==> config.mk <==
export PLATFORM = sky130hd
export DESIGN_NAME = gpr_file
export DESIGN_NICKNAME = d
export VERILOG_FILES = /design/src/rtl/gpr_file.sv
export SDC_FILE = /design/constraint.sdc
export NUM_CORES = 2
export LEC_CHECK = 0
export BUFFER_PORTS_ARGS = -buffer_cell sky130_fd_sc_hd__buf_4
export CELL_PAD_IN_SITES_DETAIL_PLACEMENT = 1
export CELL_PAD_IN_SITES_GLOBAL_PLACEMENT = 2
export CORE_MARGIN = 8
export CORE_UTILIZATION = 46
export CTS_CLUSTER_DIAMETER = 50
export DETAILED_ROUTE_END_ITERATION = 16
export PLACE_DENSITY = 0.88
export REMOVE_ABC_BUFFERS = 1
export SLEW_MARGIN = 40
export SYNTH_ARGS = -nofsm -noshare
export SYNTH_HDL_FRONTEND = slang
export SYNTH_SLANG_ARGS = --single-unit
==> constraint.sdc <==
create_clock -name clk -period 3.55 [get_ports clk]
set_clock_uncertainty 0.15 [all_clocks]
set_input_delay 0.1775 -clock clk [delete_from_list [all_inputs] [get_ports clk]]
set_output_delay 0.1775 -clock clk [all_outputs]
set_load 0.01 [all_outputs]
==> src/rtl/gpr_file.sv <==
// rtl/gpr_file.sv - write-back register file with two ID read ports and a debug read port
// Optional same-cycle write-through on the ID ports: define GPR_WB_BYPASS_EN.
module gpr_file #(
    parameter int                    DATA_WIDTH = 32,
    parameter int                    ADDR_WIDTH = 5,
    parameter logic [DATA_WIDTH-1:0] SP_INIT    = 32'h0000_0000
) (
    input  logic                  clk,
    input  logic                  reset,
    input  logic                  wb_GPR_we,
    input  logic [ADDR_WIDTH-1:0] wb_GPR_waddr,
    input  logic [1:0]            wb_GPR_wdata_select,
    input  logic [DATA_WIDTH-1:0] wb_GPR_wdata_not_lw,
    input  logic [DATA_WIDTH-1:0] wb_dmem_rdata,
    input  logic [ADDR_WIDTH-1:0] id_raddr1,
    input  logic [ADDR_WIDTH-1:0] id_raddr2,
    output logic [DATA_WIDTH-1:0] id_rdata1,
    output logic [DATA_WIDTH-1:0] id_rdata2,
    input  logic [ADDR_WIDTH-1:0] dbg_raddr,
    output logic [DATA_WIDTH-1:0] dbg_rdata,
    output logic                  wb_commit_valid,
    output logic [ADDR_WIDTH-1:0] wb_commit_addr,
    output logic [DATA_WIDTH-1:0] wb_commit_data,
    output logic [31:0]           wb_commit_count
);

    localparam int DEPTH = 2 ** ADDR_WIDTH;
    localparam int SP_IDX = 29;

    logic [DATA_WIDTH-1:0] regs_q [DEPTH];
    logic                  commit_valid_q, commit_valid_d;
    logic [ADDR_WIDTH-1:0] commit_addr_q, commit_addr_d;
    logic [DATA_WIDTH-1:0] commit_data_q, commit_data_d;
    logic [31:0]           commit_count_q, commit_count_d;

    logic [DATA_WIDTH-1:0] wdata;
    logic                  commit;

    assign wdata  = (wb_GPR_wdata_select == 2'b00) ? wb_dmem_rdata : wb_GPR_wdata_not_lw;
    assign commit = wb_GPR_we && (wb_GPR_waddr != '0) && !reset;

    always_comb begin
        commit_valid_d = commit;
        commit_addr_d  = commit_addr_q;
        commit_data_d  = commit_data_q;
        commit_count_d = commit_count_q;
        if (commit) begin
            commit_addr_d  = wb_GPR_waddr;
            commit_data_d  = wdata;
            commit_count_d = commit_count_q + 32'd1;
        end
    end

    always_ff @(posedge clk) begin
        if (reset) begin
            for (int i = 0; i < DEPTH; i++) begin
                regs_q[i] <= (i == SP_IDX) ? SP_INIT : '0;
            end
            commit_valid_q <= 1'b0;
            commit_addr_q  <= '0;
            commit_data_q  <= '0;
            commit_count_q <= '0;
        end else begin
            if (commit) begin
                regs_q[wb_GPR_waddr] <= wdata;
            end
            commit_valid_q <= commit_valid_d;
            commit_addr_q  <= commit_addr_d;
            commit_data_q  <= commit_data_d;
            commit_count_q <= commit_count_d;
        end
    end

    // Register 0 is forced to zero on every port, independent of stored contents.
    function automatic logic [DATA_WIDTH-1:0] stored(input logic [ADDR_WIDTH-1:0] a);
        return (a == '0) ? '0 : regs_q[a];
    endfunction

`ifdef GPR_WB_BYPASS_EN
    assign id_rdata1 = (commit && (id_raddr1 == wb_GPR_waddr)) ? wdata : stored(id_raddr1);
    assign id_rdata2 = (commit && (id_raddr2 == wb_GPR_waddr)) ? wdata : stored(id_raddr2);
`else
    assign id_rdata1 = stored(id_raddr1);
    assign id_rdata2 = stored(id_raddr2);
`endif

    assign dbg_rdata       = stored(dbg_raddr);
    assign wb_commit_valid = commit_valid_q;
    assign wb_commit_addr  = commit_addr_q;
    assign wb_commit_data  = commit_data_q;
    assign wb_commit_count = commit_count_q;

endmodule

---- Word level (Yosys, flattened, before mapping) ----
Memories as Yosys holds them, arrays and structs flattened.
Cells that the tools add are included.
W data, S select, Z words.
cells by class
  add/subtract/negate cells ............... 1
  mux-type cells .......................... 12
  reduce and logical (&&, ||, !) cells .... 9
operator list
  cell                     count
  $mux W32                 5
  $add A32 B1 Y32 const B  1
  $reduce_or A32 Y1        1
  $logic_not A5 Y1         3
  $mux W1                  6
  $mux W5                  1
  $reduce_bool A5 Y1       1
  $logic_and A1 B1 Y1      2
  $logic_not A2 Y1         1
  $logic_not A1 Y1         1
word-level totals
  flip-flop bits (word level) ............. 70
  RAM bits ................................ 1024
  input port bits ......................... 89
  output and inout bits ................... 166
  word-level logic and storage cells ...... 27
  memories kept ........................... 1
memories
  memory  depth  bits a word  read ports  clocked after memory_dff  wr ports  line  RTL
  regs_q  32     32           3           0                         32        30    logic [DATA_WIDTH-1:0] regs_q [DEPTH];

---- Depth between registers and ports, before layout ----
  depth in word-level cells ............... 8
  depth in mapped cells ................... 9
  depth with buffers taken out ............ 5

---- Worst setup path before layout ----
OpenSTA, ideal clock, no wires.
  path kind ............................... input-to-reg
  start point ............................. input wb_GPR_we
  end point ............................... memory regs_q[12][0], enable pin
  library setup time ...................... 0.389 ns
  arrival ................................. 2.326 ns
  required time ........................... 3.011 ns
  slack ................................... 0.684 ns
  cell stages on the path ................. 6
  buffers on the path ..................... 2
  path through ............................ clkbuf_1 nor2b_1 nor3b_1 nand2_1 clkbuf_1 nand2_1
RTL lines
  element          line  RTL
  start, declared  10    input logic wb_GPR_we,
  end, declared    30

==> reports/metrics.yaml <==
status: "finished clean"
synth_edf_count: 1024
vias_per_cell: 7.27
fin_nets: 4886
leakage_uw: 0.0254
crit_path_start_kind: "register"
worst-path-max-fanout: 3
track_usage_pct: 34.1
antenna_found_initial: 8
die-area_sq_um: 149000
area_growth_syn_to_layout_pct: 18.5
cap_violations: 0
swShare_pct: 27.3
hp-class: "input port to register"
grt_max_degree: 56
ys_async_sr_fraction_pct: 0
cts.sinks: 1094
hold_ws_ns: 0.0824
core_area_sq_um: 136000
regArea_sq_um: 32200
syn_avg_cell_area_sq_um: 14.1
p_per_area_nw_per_um2: 485
via_count: 48706
post_cts_buffers: 0
grt_pass1_vias: 50735
rsz0062_at_grt: "false"
endpoint_kind: "output port"
synth_area_sq_um: 63000
row_count: 135
die_w_um: 386
sequentialPowerShare_pct: 42.6
seq_area_frac_synth_pct: 51.1
clk_path_buf_depth: 3
io-pin-count: 255
ant_nets: 0
post_route_cells_drive_above_1_share_pct: 35.8
clk_pin_slew_worst_paths_ns: 0.06
synthCells: 4476
yosysUniqueCellTypes: 51
multiInputGateArea_sq_um: 29500
p_int_uw: 26300
cts_tree: "done"
detail_route.first_pass.iterations: 7
max-vdd-ir-drop_v: 0.000422
routedWlPerCell_um: 38.5
ys_seq_elements: 1094
cts_buffers: 140
drt_iter0_drc: 7613
finalHoldViolCount: 0
cts-htree-levels: 4
yosys_warnings: 0
slew_viol_final: 0
drcViolationCount: 0
fill_cells: 12837
post-route-period-util_pct: 99.0
grt_pass1_wl_mm: 364
finalCriticalPeriod_ns: 3.52
tightest_slew_ns: 0.953
synthFlopType: "edfxtp_1"
port_buffers: 254
combPwrFrac_pct: 17.2
fmax_ghz: 0.284
crit_required_ns: 3.22
grt.overflow.total: 0
dp_hpwl_mm: 162
postLayoutCoreUtil_pct: 55.0
drt_wl_total_mm: 258
p_sw_uw: 9880
pwr-share-clk_pct: 40.2
slew_headroom_pct: 34.8
start_util_pct: 46.4
path_class: "register to output port"
cp.arrival_ns: 3.19
die_y_um: 386
worstSkewPairLatency_ns: 0.78
cts_root_buffer: "clkbuf_16"
gp_congestion: 0.910
setup_violations: 0
## metal layers
metal  share of wire [%]  track usage (%)  wire (um)  up-vias
li1                    -                -          -    18218
met1                  33             41.8      85300    25048
met2                  46             53.1     118000     4434
met3                  14             10.3      34900     1000
met4                 7.4             21.4      19200        6
met5               0.012                0         32        -
## path summary, 6_finish.rpt
| check | startpoint | endpoint | slack, ns | cells after the start |
|---|---|---|---|---|
| worst max register to register | wb_commit_count[4] | wb_commit_count[29] | 0.89 | 5 |
| worst min register to register | wb_commit_data[11] | wb_commit_data[11] | 0.35 | 2 |
| worst min-delay path | wb_GPR_waddr[3] | regs_q[26][17] | 0.08 | 5 |
| worst max-delay path | regs_q[21][10] | id_rdata1[10] | 0.03 | 6 |
## sequential cells by signal, summed over array words and instances (netlist names)
name and cells:
wb_commit_addr 5, wb_commit_count 32, wb_commit_valid 1, wb_commit_data 32
regs_q 1024
## power groups by stage
stage	registers [uW]	clock network, uW	logic [uW]
after floorplan	15400	0	2870
after global routing	15500	15000	6360
after CTS	15400	14600	6070
final	15400	14500	6220
after detailed placement	15600	0	5940
after global placement	15500	0	5820
## cell usage after synthesis (5+ instances only)
| cell type | count | share of area, % |
|---|---|---|
| nor3_1 | 8 | 0.064 |
| nor3b_1 | 5 | 0.060 |
| a31oi_1 | 18 | 0.18 |
| nor2_1 | 1131 | 6.7 |
| buf_2 | 98 | 0.78 |
| nor2b_1 | 45 | 0.45 |
| o21ai_1 | 8 | 0.064 |
| mux2i_1 | 185 | 2.9 |
| a21oi_1 | 150 | 1.2 |
| mux4_2 | 768 | 27 |
| nand2_1 | 108 | 0.64 |
| clkbuf_1 | 365 | 2.2 |
| or3_1 | 5 | 0.050 |
| nand3_1 | 12 | 0.095 |
| buf_1 | 29 | 0.17 |
| nor4_1 | 6 | 0.060 |
| edfxtp_1 | 1024 | 49 |
| or2_2 | 7 | 0.070 |
| xor2_1 | 10 | 0.14 |
| nand4_1 | 6 | 0.060 |
| dfxtp_1 | 70 | 2.2 |
| mux2_2 | 100 | 1.8 |
| and3_1 | 5 | 0.050 |
| xnor2_1 | 11 | 0.15 |
| a211oi_1 | 67 | 0.80 |
| a2111oi_0 | 21 | 0.29 |
| a22oi_1 | 28 | 0.33 |
| a221oi_1 | 71 | 0.99 |
| buf_4 | 6 | 0.072 |
| o21ai_0 | 72 | 0.57 |
## logic make-up after synthesis
kind of cell | share of synthesized area, %
DFF | 51.1
other | 0.00596
and+or+nand+nor | 8.59
adders and majority gates | 0.0199
AOI/OAI and AO/OA | 4.56
muxes | 32.2
xor gates and xnor gates | 0.292
buffers and inverters | 3.25
## metrics by stage
stage               setup WS, ns  total power, uW  TNS, ns  std cells  instance area (sq um)
floorplan                 -0.528            18300  -520.55       4007                  61000
global placement          -0.429            21300   -0.429       6357                  69100
detailed placement         0.235            21500        0       6359                  69200
CTS                       0.0403            36000        0       6690                  74600
global route             0.00150            36800        0       6692                  74600
finish                    0.0340            36100        0       6696                  74600
## worst max-delay path: stages (launching register included)
cell and delay [ns]:
edfxtp_1 0.41, mux4_2 0.49, mux2i_1 0.14, nor2_1 0.10
a221oi_1 0.63, a21oi_1 0.39, buf_4 0.26
## area by class of cell
| class | instances | area share, % |
|---|---|---|
| inverters | 3 | 0.0185 |
| multi-input cells | 2910 | 39.6 |
| well taps | 1781 | 2.99 |
| clock buffers | 182 | 5.19 |
| clock inverters | 75 | 1.05 |
| repair buffers | 647 | 8.07 |
| flip-flops and latches | 1094 | 43.1 |
| diodes | 4 | 0.0134 |
## placed cells by master (no fill, tap or decap), types with 67 or more instances in the layout
cell / n
buf_4: 486
mux2i_1: 153
nor2_1: 1129
mux2_2: 100
o21ai_0: 71
a221oi_1: 69
clkbuf_16: 149
dfxtp_1: 70
a211oi_1: 67
a21oi_1: 150
edfxtp_1: 1024
buf_12: 74
dlygate4sd3_1: 73
mux4_2: 768
## what timing repair did
item,CTS,global route
endpoints found under the hold margin,1039,26
resized for setup,1,2
endpoints found under the setup margin,1,2
hold buffers,74,2
Note: power is estimated with default switching activity, not from simulation.
